[src/rtl/gelato_macros.svh]
// Parameter defaults shared by the gelato ALU dispatcher slice.
`ifndef GELATO_MACROS_SVH
`define GELATO_MACROS_SVH
`define GELATO_DATA_W_DEF     32
`define GELATO_RD_IDX_W_DEF   5
`define GELATO_WARP_ID_W_DEF  3
`define GELATO_FIFO_DEPTH_DEF 4
`define GELATO_TIMEOUT_DEF    256
`endif

[src/rtl/gelato_types.sv]
// Shared types for the gelato ALU dispatcher: ALU opcodes and dispatcher FSM states.
package gelato_types;
  typedef enum logic [2:0] {
    ALU_ADD = 3'd0,
    ALU_SUB = 3'd1,
    ALU_AND = 3'd2,
    ALU_OR  = 3'd3,
    ALU_XOR = 3'd4,
    ALU_SLL = 3'd5,
    ALU_SRL = 3'd6,
    ALU_SLT = 3'd7
  } alu_op_t;

  typedef enum logic [1:0] {
    ST_IDLE = 2'd0,
    ST_BUSY = 2'd1,
    ST_WB   = 2'd2
  } disp_state_t;

  localparam int ALU_OP_W = $bits(alu_op_t);
endpackage

[src/rtl/gelato_alu_task_if.sv]
// Request/response channel between the dispatcher (master) and the ALU (slave).
`include "gelato_macros.svh"
interface gelato_alu_task_if import gelato_types::*; #(
  parameter int DATA_W = `GELATO_DATA_W_DEF
) ();
  logic              valid;
  alu_op_t           op;
  logic [DATA_W-1:0] rs1;
  logic [DATA_W-1:0] rs2;
  logic              done;
  logic [DATA_W-1:0] rd;

  modport master (output valid, op, rs1, rs2, input done, rd);
  modport slave  (input valid, op, rs1, rs2, output done, rd);
endinterface

[src/rtl/gelato_sync_fifo.sv]
// Synchronous FIFO with wrap-around pointers carrying an extra MSB for full/empty.
module gelato_sync_fifo #(
  parameter int WIDTH = 8,
  parameter int DEPTH = 4
) (
  input  logic             clk,
  input  logic             rst_n,
  input  logic             push,
  input  logic [WIDTH-1:0] push_data,
  input  logic             pop,
  output logic [WIDTH-1:0] pop_data,
  output logic             full,
  output logic             empty
);
  localparam int AW = $clog2(DEPTH);

  logic [AW:0]      wr_ptr_reg;
  logic [AW:0]      rd_ptr_reg;
  logic [WIDTH-1:0] mem [DEPTH];

  assign empty    = (wr_ptr_reg == rd_ptr_reg);
  assign full     = (wr_ptr_reg[AW] != rd_ptr_reg[AW]) &&
                    (wr_ptr_reg[AW-1:0] == rd_ptr_reg[AW-1:0]);
  assign pop_data = mem[rd_ptr_reg[AW-1:0]];

  always_ff @(posedge clk or negedge rst_n) begin
    if (!rst_n) begin
      wr_ptr_reg <= '0;
      rd_ptr_reg <= '0;
    end else begin
      if (push && !full)
        wr_ptr_reg <= wr_ptr_reg + 1'b1;
      if (pop && !empty)
        rd_ptr_reg <= rd_ptr_reg + 1'b1;
    end
  end

  // Storage needs no reset; the pointers alone define what is valid.
  always_ff @(posedge clk) begin
    if (push && !full)
      mem[wr_ptr_reg[AW-1:0]] <= push_data;
  end
endmodule

[src/rtl/gelato_alu_dispatcher.sv]
// Buffers ALU issue requests, runs them one at a time on the ALU and returns results in order.
// Optional watchdog on the ALU response is enabled by defining GELATO_ALU_TIMEOUT_EN.
`include "gelato_macros.svh"
module gelato_alu_dispatcher import gelato_types::*; #(
  parameter int DATA_W     = `GELATO_DATA_W_DEF,
  parameter int RD_IDX_W   = `GELATO_RD_IDX_W_DEF,
  parameter int WARP_ID_W  = `GELATO_WARP_ID_W_DEF,
  parameter int FIFO_DEPTH = `GELATO_FIFO_DEPTH_DEF,
  parameter int TIMEOUT    = `GELATO_TIMEOUT_DEF
) (
  input  logic                 clk,
  input  logic                 rst_n,
  input  logic                 issue_valid,
  output logic                 issue_ready,
  input  alu_op_t              issue_op,
  input  logic [DATA_W-1:0]    issue_rs1,
  input  logic [DATA_W-1:0]    issue_rs2,
  input  logic [RD_IDX_W-1:0]  issue_rd_idx,
  input  logic [WARP_ID_W-1:0] issue_warp_id,
  gelato_alu_task_if.master    compute_task,
  output logic                 wb_valid,
  input  logic                 wb_ready,
  output logic [DATA_W-1:0]    wb_data,
  output logic [RD_IDX_W-1:0]  wb_rd_idx,
  output logic [WARP_ID_W-1:0] wb_warp_id,
  output logic                 wb_err
);
  localparam int ENTRY_W  = ALU_OP_W + 2*DATA_W + RD_IDX_W + WARP_ID_W;
  localparam int RS2_LSB  = RD_IDX_W + WARP_ID_W;
  localparam int RS1_LSB  = RS2_LSB + DATA_W;
  localparam int OP_LSB   = RS1_LSB + DATA_W;

  disp_state_t          state_reg;
  logic                 task_valid_reg;
  alu_op_t              task_op_reg;
  logic [DATA_W-1:0]    task_rs1_reg;
  logic [DATA_W-1:0]    task_rs2_reg;
  logic [RD_IDX_W-1:0]  task_rd_idx_reg;
  logic [WARP_ID_W-1:0] task_warp_id_reg;
  logic                 wb_valid_reg;
  logic [DATA_W-1:0]    wb_data_reg;

  logic [ENTRY_W-1:0]   push_entry;
  logic [ENTRY_W-1:0]   head_entry;
  logic                 fifo_full;
  logic                 fifo_empty;
  logic                 fifo_pop;

  assign push_entry  = {issue_op, issue_rs1, issue_rs2, issue_rd_idx, issue_warp_id};
  assign issue_ready = !fifo_full;
  assign fifo_pop    = (state_reg == ST_IDLE) && !fifo_empty;

  gelato_sync_fifo #(
    .WIDTH (ENTRY_W),
    .DEPTH (FIFO_DEPTH)
  ) u_fifo (
    .clk       (clk),
    .rst_n     (rst_n),
    .push      (issue_valid && issue_ready),
    .push_data (push_entry),
    .pop       (fifo_pop),
    .pop_data  (head_entry),
    .full      (fifo_full),
    .empty     (fifo_empty)
  );

  assign compute_task.valid = task_valid_reg;
  assign compute_task.op    = task_op_reg;
  assign compute_task.rs1   = task_rs1_reg;
  assign compute_task.rs2   = task_rs2_reg;
  assign wb_valid           = wb_valid_reg;
  assign wb_data            = wb_data_reg;
  assign wb_rd_idx          = task_rd_idx_reg;
  assign wb_warp_id         = task_warp_id_reg;

`ifdef GELATO_ALU_TIMEOUT_EN
  localparam int CNT_W = $clog2(TIMEOUT + 1);
  logic [CNT_W-1:0] wd_count_reg;
  logic             wb_err_reg;
  assign wb_err = wb_err_reg;
`else
  // Without the watchdog an error can never be raised.
  localparam logic NO_WD_ERR = (TIMEOUT < 0);
  assign wb_err = NO_WD_ERR;
`endif

  always_ff @(posedge clk or negedge rst_n) begin
    if (!rst_n) begin
      state_reg        <= ST_IDLE;
      task_valid_reg   <= 1'b0;
      task_op_reg      <= ALU_ADD;
      task_rs1_reg     <= '0;
      task_rs2_reg     <= '0;
      task_rd_idx_reg  <= '0;
      task_warp_id_reg <= '0;
      wb_valid_reg     <= 1'b0;
      wb_data_reg      <= '0;
`ifdef GELATO_ALU_TIMEOUT_EN
      wd_count_reg     <= '0;
      wb_err_reg       <= 1'b0;
`endif
    end else begin
      case (state_reg)
        ST_IDLE: begin
          if (!fifo_empty) begin
            task_op_reg      <= alu_op_t'(head_entry[OP_LSB +: ALU_OP_W]);
            task_rs1_reg     <= head_entry[RS1_LSB +: DATA_W];
            task_rs2_reg     <= head_entry[RS2_LSB +: DATA_W];
            task_rd_idx_reg  <= head_entry[WARP_ID_W +: RD_IDX_W];
            task_warp_id_reg <= head_entry[WARP_ID_W-1:0];
            task_valid_reg   <= 1'b1;
            state_reg        <= ST_BUSY;
`ifdef GELATO_ALU_TIMEOUT_EN
            wd_count_reg     <= '0;
`endif
          end
        end
        ST_BUSY: begin
          if (compute_task.done) begin
            wb_data_reg    <= compute_task.rd;
            task_valid_reg <= 1'b0;
            wb_valid_reg   <= 1'b1;
            state_reg      <= ST_WB;
`ifdef GELATO_ALU_TIMEOUT_EN
            wb_err_reg     <= 1'b0;
          end else if (wd_count_reg == CNT_W'(TIMEOUT - 1)) begin
            wb_data_reg    <= '0;
            wb_err_reg     <= 1'b1;
            task_valid_reg <= 1'b0;
            wb_valid_reg   <= 1'b1;
            state_reg      <= ST_WB;
          end else begin
            wd_count_reg   <= wd_count_reg + 1'b1;
`endif
          end
        end
        ST_WB: begin
          if (wb_ready) begin
            wb_valid_reg <= 1'b0;
            state_reg    <= ST_IDLE;
          end
        end
        default: state_reg <= ST_IDLE;
      endcase
    end
  end
endmodule
[src/flat_wrapper.sv]
// flat-port wrapper written by rule: the top's interface ports become plain ports
module gelato_alu_dispatcher_flat import gelato_types::*;
#(
  parameter int DATA_W     = `GELATO_DATA_W_DEF,
  parameter int RD_IDX_W   = `GELATO_RD_IDX_W_DEF,
  parameter int WARP_ID_W  = `GELATO_WARP_ID_W_DEF,
  parameter int FIFO_DEPTH = `GELATO_FIFO_DEPTH_DEF,
  parameter int TIMEOUT    = `GELATO_TIMEOUT_DEF
)
  (clk, rst_n, issue_valid, issue_ready, issue_op, issue_rs1, issue_rs2, issue_rd_idx, issue_warp_id, wb_valid, wb_ready, wb_data, wb_rd_idx, wb_warp_id, wb_err, compute_task_valid, compute_task_op, compute_task_rs1, compute_task_rs2, compute_task_done, compute_task_rd);
  gelato_alu_task_if #(.DATA_W(DATA_W)) compute_task_i ();
  input  logic clk;
  input  logic rst_n;
  input  logic issue_valid;
  output logic issue_ready;
  input  alu_op_t issue_op;
  input  logic [DATA_W-1:0] issue_rs1;
  input  logic [DATA_W-1:0] issue_rs2;
  input  logic [RD_IDX_W-1:0] issue_rd_idx;
  input  logic [WARP_ID_W-1:0] issue_warp_id;
  output logic wb_valid;
  input  logic wb_ready;
  output logic [DATA_W-1:0] wb_data;
  output logic [RD_IDX_W-1:0] wb_rd_idx;
  output logic [WARP_ID_W-1:0] wb_warp_id;
  output logic wb_err;
  output wire logic [$bits(compute_task_i.valid)-1:0] compute_task_valid;
  output wire logic [$bits(compute_task_i.op)-1:0] compute_task_op;
  output wire logic [$bits(compute_task_i.rs1)-1:0] compute_task_rs1;
  output wire logic [$bits(compute_task_i.rs2)-1:0] compute_task_rs2;
  input wire logic [$bits(compute_task_i.done)-1:0] compute_task_done;
  input wire logic [$bits(compute_task_i.rd)-1:0] compute_task_rd;
  assign compute_task_valid = compute_task_i.valid;
  assign compute_task_op = compute_task_i.op;
  assign compute_task_rs1 = compute_task_i.rs1;
  assign compute_task_rs2 = compute_task_i.rs2;
  assign compute_task_i.done = compute_task_done;
  assign compute_task_i.rd = compute_task_rd;
  gelato_alu_dispatcher #(.DATA_W(DATA_W), .RD_IDX_W(RD_IDX_W), .WARP_ID_W(WARP_ID_W), .FIFO_DEPTH(FIFO_DEPTH), .TIMEOUT(TIMEOUT)) u_core (.clk(clk), .rst_n(rst_n), .issue_valid(issue_valid), .issue_ready(issue_ready), .issue_op(issue_op), .issue_rs1(issue_rs1), .issue_rs2(issue_rs2), .issue_rd_idx(issue_rd_idx), .issue_warp_id(issue_warp_id), .compute_task(compute_task_i), .wb_valid(wb_valid), .wb_ready(wb_ready), .wb_data(wb_data), .wb_rd_idx(wb_rd_idx), .wb_warp_id(wb_warp_id), .wb_err(wb_err));
endmodule
[config.mk]
export PLATFORM = sky130hd
export DESIGN_NAME = gelato_alu_dispatcher_flat
export DESIGN_NICKNAME = d
export VERILOG_FILES = /design/src/rtl/gelato_types.sv /design/src/rtl/gelato_alu_task_if.sv /design/src/rtl/gelato_sync_fifo.sv /design/src/rtl/gelato_alu_dispatcher.sv /design/src/flat_wrapper.sv
export VERILOG_INCLUDE_DIRS = /design/src /design/src/rtl
export SDC_FILE = /design/constraint.sdc
export NUM_CORES = 1
export LEC_CHECK = 0
export BUFFER_PORTS_ARGS = -buffer_cell sky130_fd_sc_hd__buf_2
export CAP_MARGIN = 10
export CELL_PAD_IN_SITES_DETAIL_PLACEMENT = 0
export CELL_PAD_IN_SITES_GLOBAL_PLACEMENT = 2
export CORE_MARGIN = 2
export CORE_UTILIZATION = 44
export DETAILED_ROUTE_END_ITERATION = 8
export GPL_ROUTABILITY_DRIVEN = 0
export GPL_TIMING_DRIVEN = 0
export PLACE_DENSITY = 0.75
export REMOVE_ABC_BUFFERS = 1
export SYNTH_ARGS = -nofsm -noshare
export SYNTH_HDL_FRONTEND = slang
export SYNTH_SLANG_ARGS = --single-unit
[constraint.sdc]
create_clock -name clk -period 7.52 [get_ports clk]
set_input_delay 0.376 -clock clk [delete_from_list [all_inputs] [get_ports clk]]
set_output_delay 0.376 -clock clk [all_outputs]
set_load 0.05 [all_outputs]
==> flow_metrics.env <==
export IMPL_yosys_area_share_simple_pct=0.372
export IMPL_cts_root_buf="clkbuf_16"
export IMPL_antenna_left=0
export IMPL_tightest_slew_ns=0.635
export IMPL_num_rows=68
export IMPL_power_switching_fraction_pct=36.2
export IMPL_grt_overflow_total=0
export IMPL_nFillCells=2744
export IMPL_min_delay_path_depth=1
export IMPL_post_route_period_util_pct=36.9
export IMPL_worstHoldStart="issue_rs1[13]"
export IMPL_final_core_util_pct=54.5
export IMPL_portBuffers=221
export IMPL_clk_latency_ns=0.55
export IMPL_cp_end_kind="register"
export IMPL_min_to="u_core.u_fifo.mem[1][53]"
export IMPL_maxSlewHeadroom_pct=57.7
export IMPL_synth_area_leaders="edfxtp_1 (58%), dfrtp_1 (19%), mux4_2 (11%)"
export IMPL_final_nets=1050
export IMPL_drc=0
export IMPL_multi_input_area_sq_mm=0.00332
export IMPL_clockBufferDepth=3
export IMPL_finalHoldViolations=0
export IMPL_grt_pass1_wl_microns=44400
export IMPL_total_power_mw=9.22
export IMPL_grt_max_degree=66
export IMPL_cellLeakagePower_nw=7.02
export IMPL_yosysTopAreaCell="edfxtp_1"
export IMPL_io_pins=223
export IMPL_p_sw_mw=3.34
export IMPL_ir_worst_vdd_mv=0.292
export IMPL_cp_max_fo=41
export IMPL_crit_type="reg2reg"
export IMPL_timing_rr_start="u_core.u_fifo.rd_ptr_reg[1]"
export IMPL_drt_iter0_markers=335
export IMPL_post_cts_buffers=0
export IMPL_die_area_sq_mm=0.0367
export IMPL_synth_top_area_share_pct=58.3
export IMPL_outcome="complete, no violations"
export IMPL_critPathMaxStageDelay_ns=0.79
export IMPL_p_seq_share_pct=38.5
export IMPL_clock_sinks=417
export IMPL_viasPerCell=5.11
export IMPL_fin_worst_skew_ns=0.0201
export IMPL_wl_per_cell_microns=20.4
export IMPL_power_frac_comb_pct=39.1
export IMPL_antenna_found_initial=7
export IMPL_clk_pin_slew_ns=0.06
export IMPL_core_area_sq_mm=0.0345
export IMPL_required_ns=7.75
export IMPL_dr_pass1_iters=4
export IMPL_cts_tree="built"
export IMPL_drive_above_1_share_pct=50.8
export IMPL_yosys_register_bits=417
export IMPL_ff2ff_path_depth=4
export IMPL_avgSynthCellArea_sq_um=23.0
export IMPL_finalCriticalPeriod_ns=2.77
export IMPL_min_path_type="in2reg"
export IMPL_synthAdderAreaFrac_pct=0.405
export IMPL_die_y_microns=191
export IMPL_synth_area_sq_mm=0.0155
export IMPL_max_freq_mhz=361
export IMPL_hpwl_microns=17700
export IMPL_synth_top_family_by_area="multiplexers"
export IMPL_synth_mux_area_fraction_pct=19.3
export IMPL_cts_buffers=44
export IMPL_cp_data_arrival_time_ns=3.00
export IMPL_synth_xor_area_share_pct=0.696
export IMPL_ys_seq_area_share_pct=77.2
export IMPL_first_global_vias=7717
export IMPL_p_per_area_mw_per_mm2=489
export IMPL_ff2ff_setup_slack_ns=4.75
export IMPL_drt_total_wl_microns=29100
export IMPL_r2r_end="u_core.u_fifo.mem[1][13]"
export IMPL_postSynthCellCount=671
export IMPL_grt_usage_pct=16.2
export IMPL_setup_violations=0
export IMPL_via_count=7281
export IMPL_path_cells="xnor2_4 -> a31oi_1 -> and2_4 -> buf_16"
export IMPL_internal_power_mw=5.88
export IMPL_worst_setup_path_start_kind="register"
export IMPL_yosysWarnings=0
export IMPL_fp_dieW_microns=191
export IMPL_start_util_pct=44.8
export IMPL_area_growth_pct=21.9
export IMPL_drv_slew=0
export IMPL_p_clk_share_pct=22.4
export IMPL_largest_reg_flops=300
export IMPL_synth_distinct_cells=30
export IMPL_synth_compound_area_share_pct=0.502
export IMPL_htreeDepth=2
export IMPL_drv_cap=0
export IMPL_regArea_sq_mm=0.0119
export IMPL_rsz0062_at_grt="false"
export IMPL_cp_slowest_cell="dfrtp_4"
## synthesized netlist by cell type
| cell | instances |
|---|---|
| mux2_2 | 89 |
| mux2_4 | 18 |
| a31oi_4 | 1 |
| buf_6 | 8 |
| or2_2 | 1 |
| clkbuf_1 | 8 |
| a311oi_1 | 1 |
| nand3b_1 | 1 |
| ha_1 | 5 |
| dfrtp_1 | 117 |
| a21oi_1 | 2 |
| nand2_1 | 3 |
| xnor2_4 | 2 |
| mux4_2 | 75 |
| buf_8 | 1 |
| buf_4 | 5 |
| o21ai_0 | 2 |
| nor2_1 | 1 |
| xor2_1 | 4 |
| a21o_1 | 1 |
| conb_1 | 1 |
| and2_1 | 3 |
| o21a_1 | 1 |
| edfxtp_1 | 300 |
| mux2_1 | 2 |
| xnor2_1 | 2 |
| nand3_1 | 2 |
| a31oi_1 | 2 |
| inv_1 | 5 |
| buf_2 | 8 |
## power groups by stage
stage	Clock (mW)	Sequential (mW)	Combinational [mW]
global route	2.22	3.62	3.84
floorplan	0	4.72	1.58
detailed placement	0	3.60	3.68
global placement	0	3.82	3.48
CTS	2.13	3.56	3.69
finish	2.07	3.55	3.61
## per-stage QoR
stage / std cells / setup TNS [ns] / hold slack, ns / setup WS, ns / area (sq um)
floorplan: 641 / -52.67 / 0.0804 / -0.694 / 15200
global placement: 1317 / -939.84 / 0.455 / -6.12 / 16900
detailed placement: 1334 / 0 / 0.415 / 4.65 / 17400
CTS: 1424 / 0 / 0.0000810 / 4.64 / 18800
global route: 1425 / 0 / 0.0117 / 4.56 / 18800
finish: 1426 / 0 / 0.0372 / 4.75 / 18800
## worst max-delay path: cells and delay by family (launching register included)
kind,cells,cell delay [ns]
xor gates and xnor gates,1,0.21
buffers and inverters,1,0.31
AOI/OAI and AO/OA,1,0.45
and+or+nand+nor,1,0.63
DFF,1,0.79
## cell usage in the layout, fill, tap and decap left out, types with 2 or more instances in the layout
| cell | synthesis | final |
|---|---|---|
| diode_2 | 0 | 2 |
| buf_12 | 0 | 5 |
| and2_4 | 0 | 3 |
| edfxtp_1 | 300 | 300 |
| clkinv_2 | 0 | 6 |
| dlygate4sd3_1 | 0 | 8 |
| clkbuf_1 | 8 | 18 |
| clkbuf_8 | 0 | 4 |
| a31oi_4 | 1 | 2 |
| xor2_1 | 4 | 4 |
| mux2_2 | 89 | 89 |
| mux4_2 | 75 | 75 |
| dfrtp_4 | 0 | 2 |
| buf_2 | 8 | 220 |
| buf_8 | 1 | 2 |
| inv_6 | 0 | 2 |
| clkbuf_16 | 0 | 45 |
| nand2_1 | 3 | 3 |
| bufinv_16 | 0 | 2 |
| inv_1 | 5 | 5 |
| nand3_1 | 2 | 2 |
| mux2_1 | 2 | 2 |
| clkinv_1 | 0 | 2 |
| mux2_4 | 18 | 18 |
| buf_16 | 0 | 10 |
| xnor2_4 | 2 | 2 |
| ha_1 | 5 | 5 |
| o21ai_0 | 2 | 2 |
| dfrtp_1 | 117 | 115 |
| a21oi_1 | 2 | 2 |
| xnor2_1 | 2 | 2 |
## routing by layer
layer / vias up / part of all wire [%] / GRT usage, %
met1: 3743 / 43 / 21.3
met2: 229 / 47 / 25.6
met5: - / 0.24 / 0
met4: 10 / 1.9 / 5.47
li1: 3247 / - / -
met3: 52 / 8.0 / 5.18
## worst max path at each step
| stage | slack (ns) | to | from |
|---|---|---|---|
| 6_report | 4.75 | u_core.u_fifo.mem[1][13] | u_core.u_fifo.rd_ptr_reg[1] |
| 2_1_floorplan | -0.69 | u_core.u_fifo.mem[3][0] | u_core.u_fifo.rd_ptr_reg[0] |
| 5_1_grt | 4.56 | u_core.u_fifo.mem[1][13] | u_core.u_fifo.rd_ptr_reg[1] |
| 3_3_place_gp | -6.12 | u_core.u_fifo.mem[3][18] | u_core.u_fifo.rd_ptr_reg[0] |
| 3_5_place_dp | 4.65 | u_core.u_fifo.mem[1][18] | u_core.u_fifo.rd_ptr_reg[1] |
| 4_1_cts | 4.64 | u_core.u_fifo.mem[1][25] | u_core.u_fifo.rd_ptr_reg[1] |
## area by class of cell
type / count / area share, %
clock inverter: 15 / 0.757
clock buffer: 67 / 6.63
inverter: 5 / 0.0996
multi-input combinational: 219 / 17.6
tap: 455 / 3.02
timing repair buffer: 246 / 8.48
antenna: 2 / 0.0266
sequential: 417 / 63.4
## what timing repair did
action,in CTS,in global routing
hold endpoints to repair,68,0
gates resized for setup,0,0
hold buffers,8,0
## cell families (layout without fill, tap and decap cells)
family          Yosys count  count (layout)
flops                   417             417
mux                     184             184
buf+inv                  35             333
simple gates             11              11
compound gates           10              10
xor+xnor                  8               8
fa+ha+maj                 5               5
other cells               1               3
No activity file was read; power rests on OpenSTA's default activity.
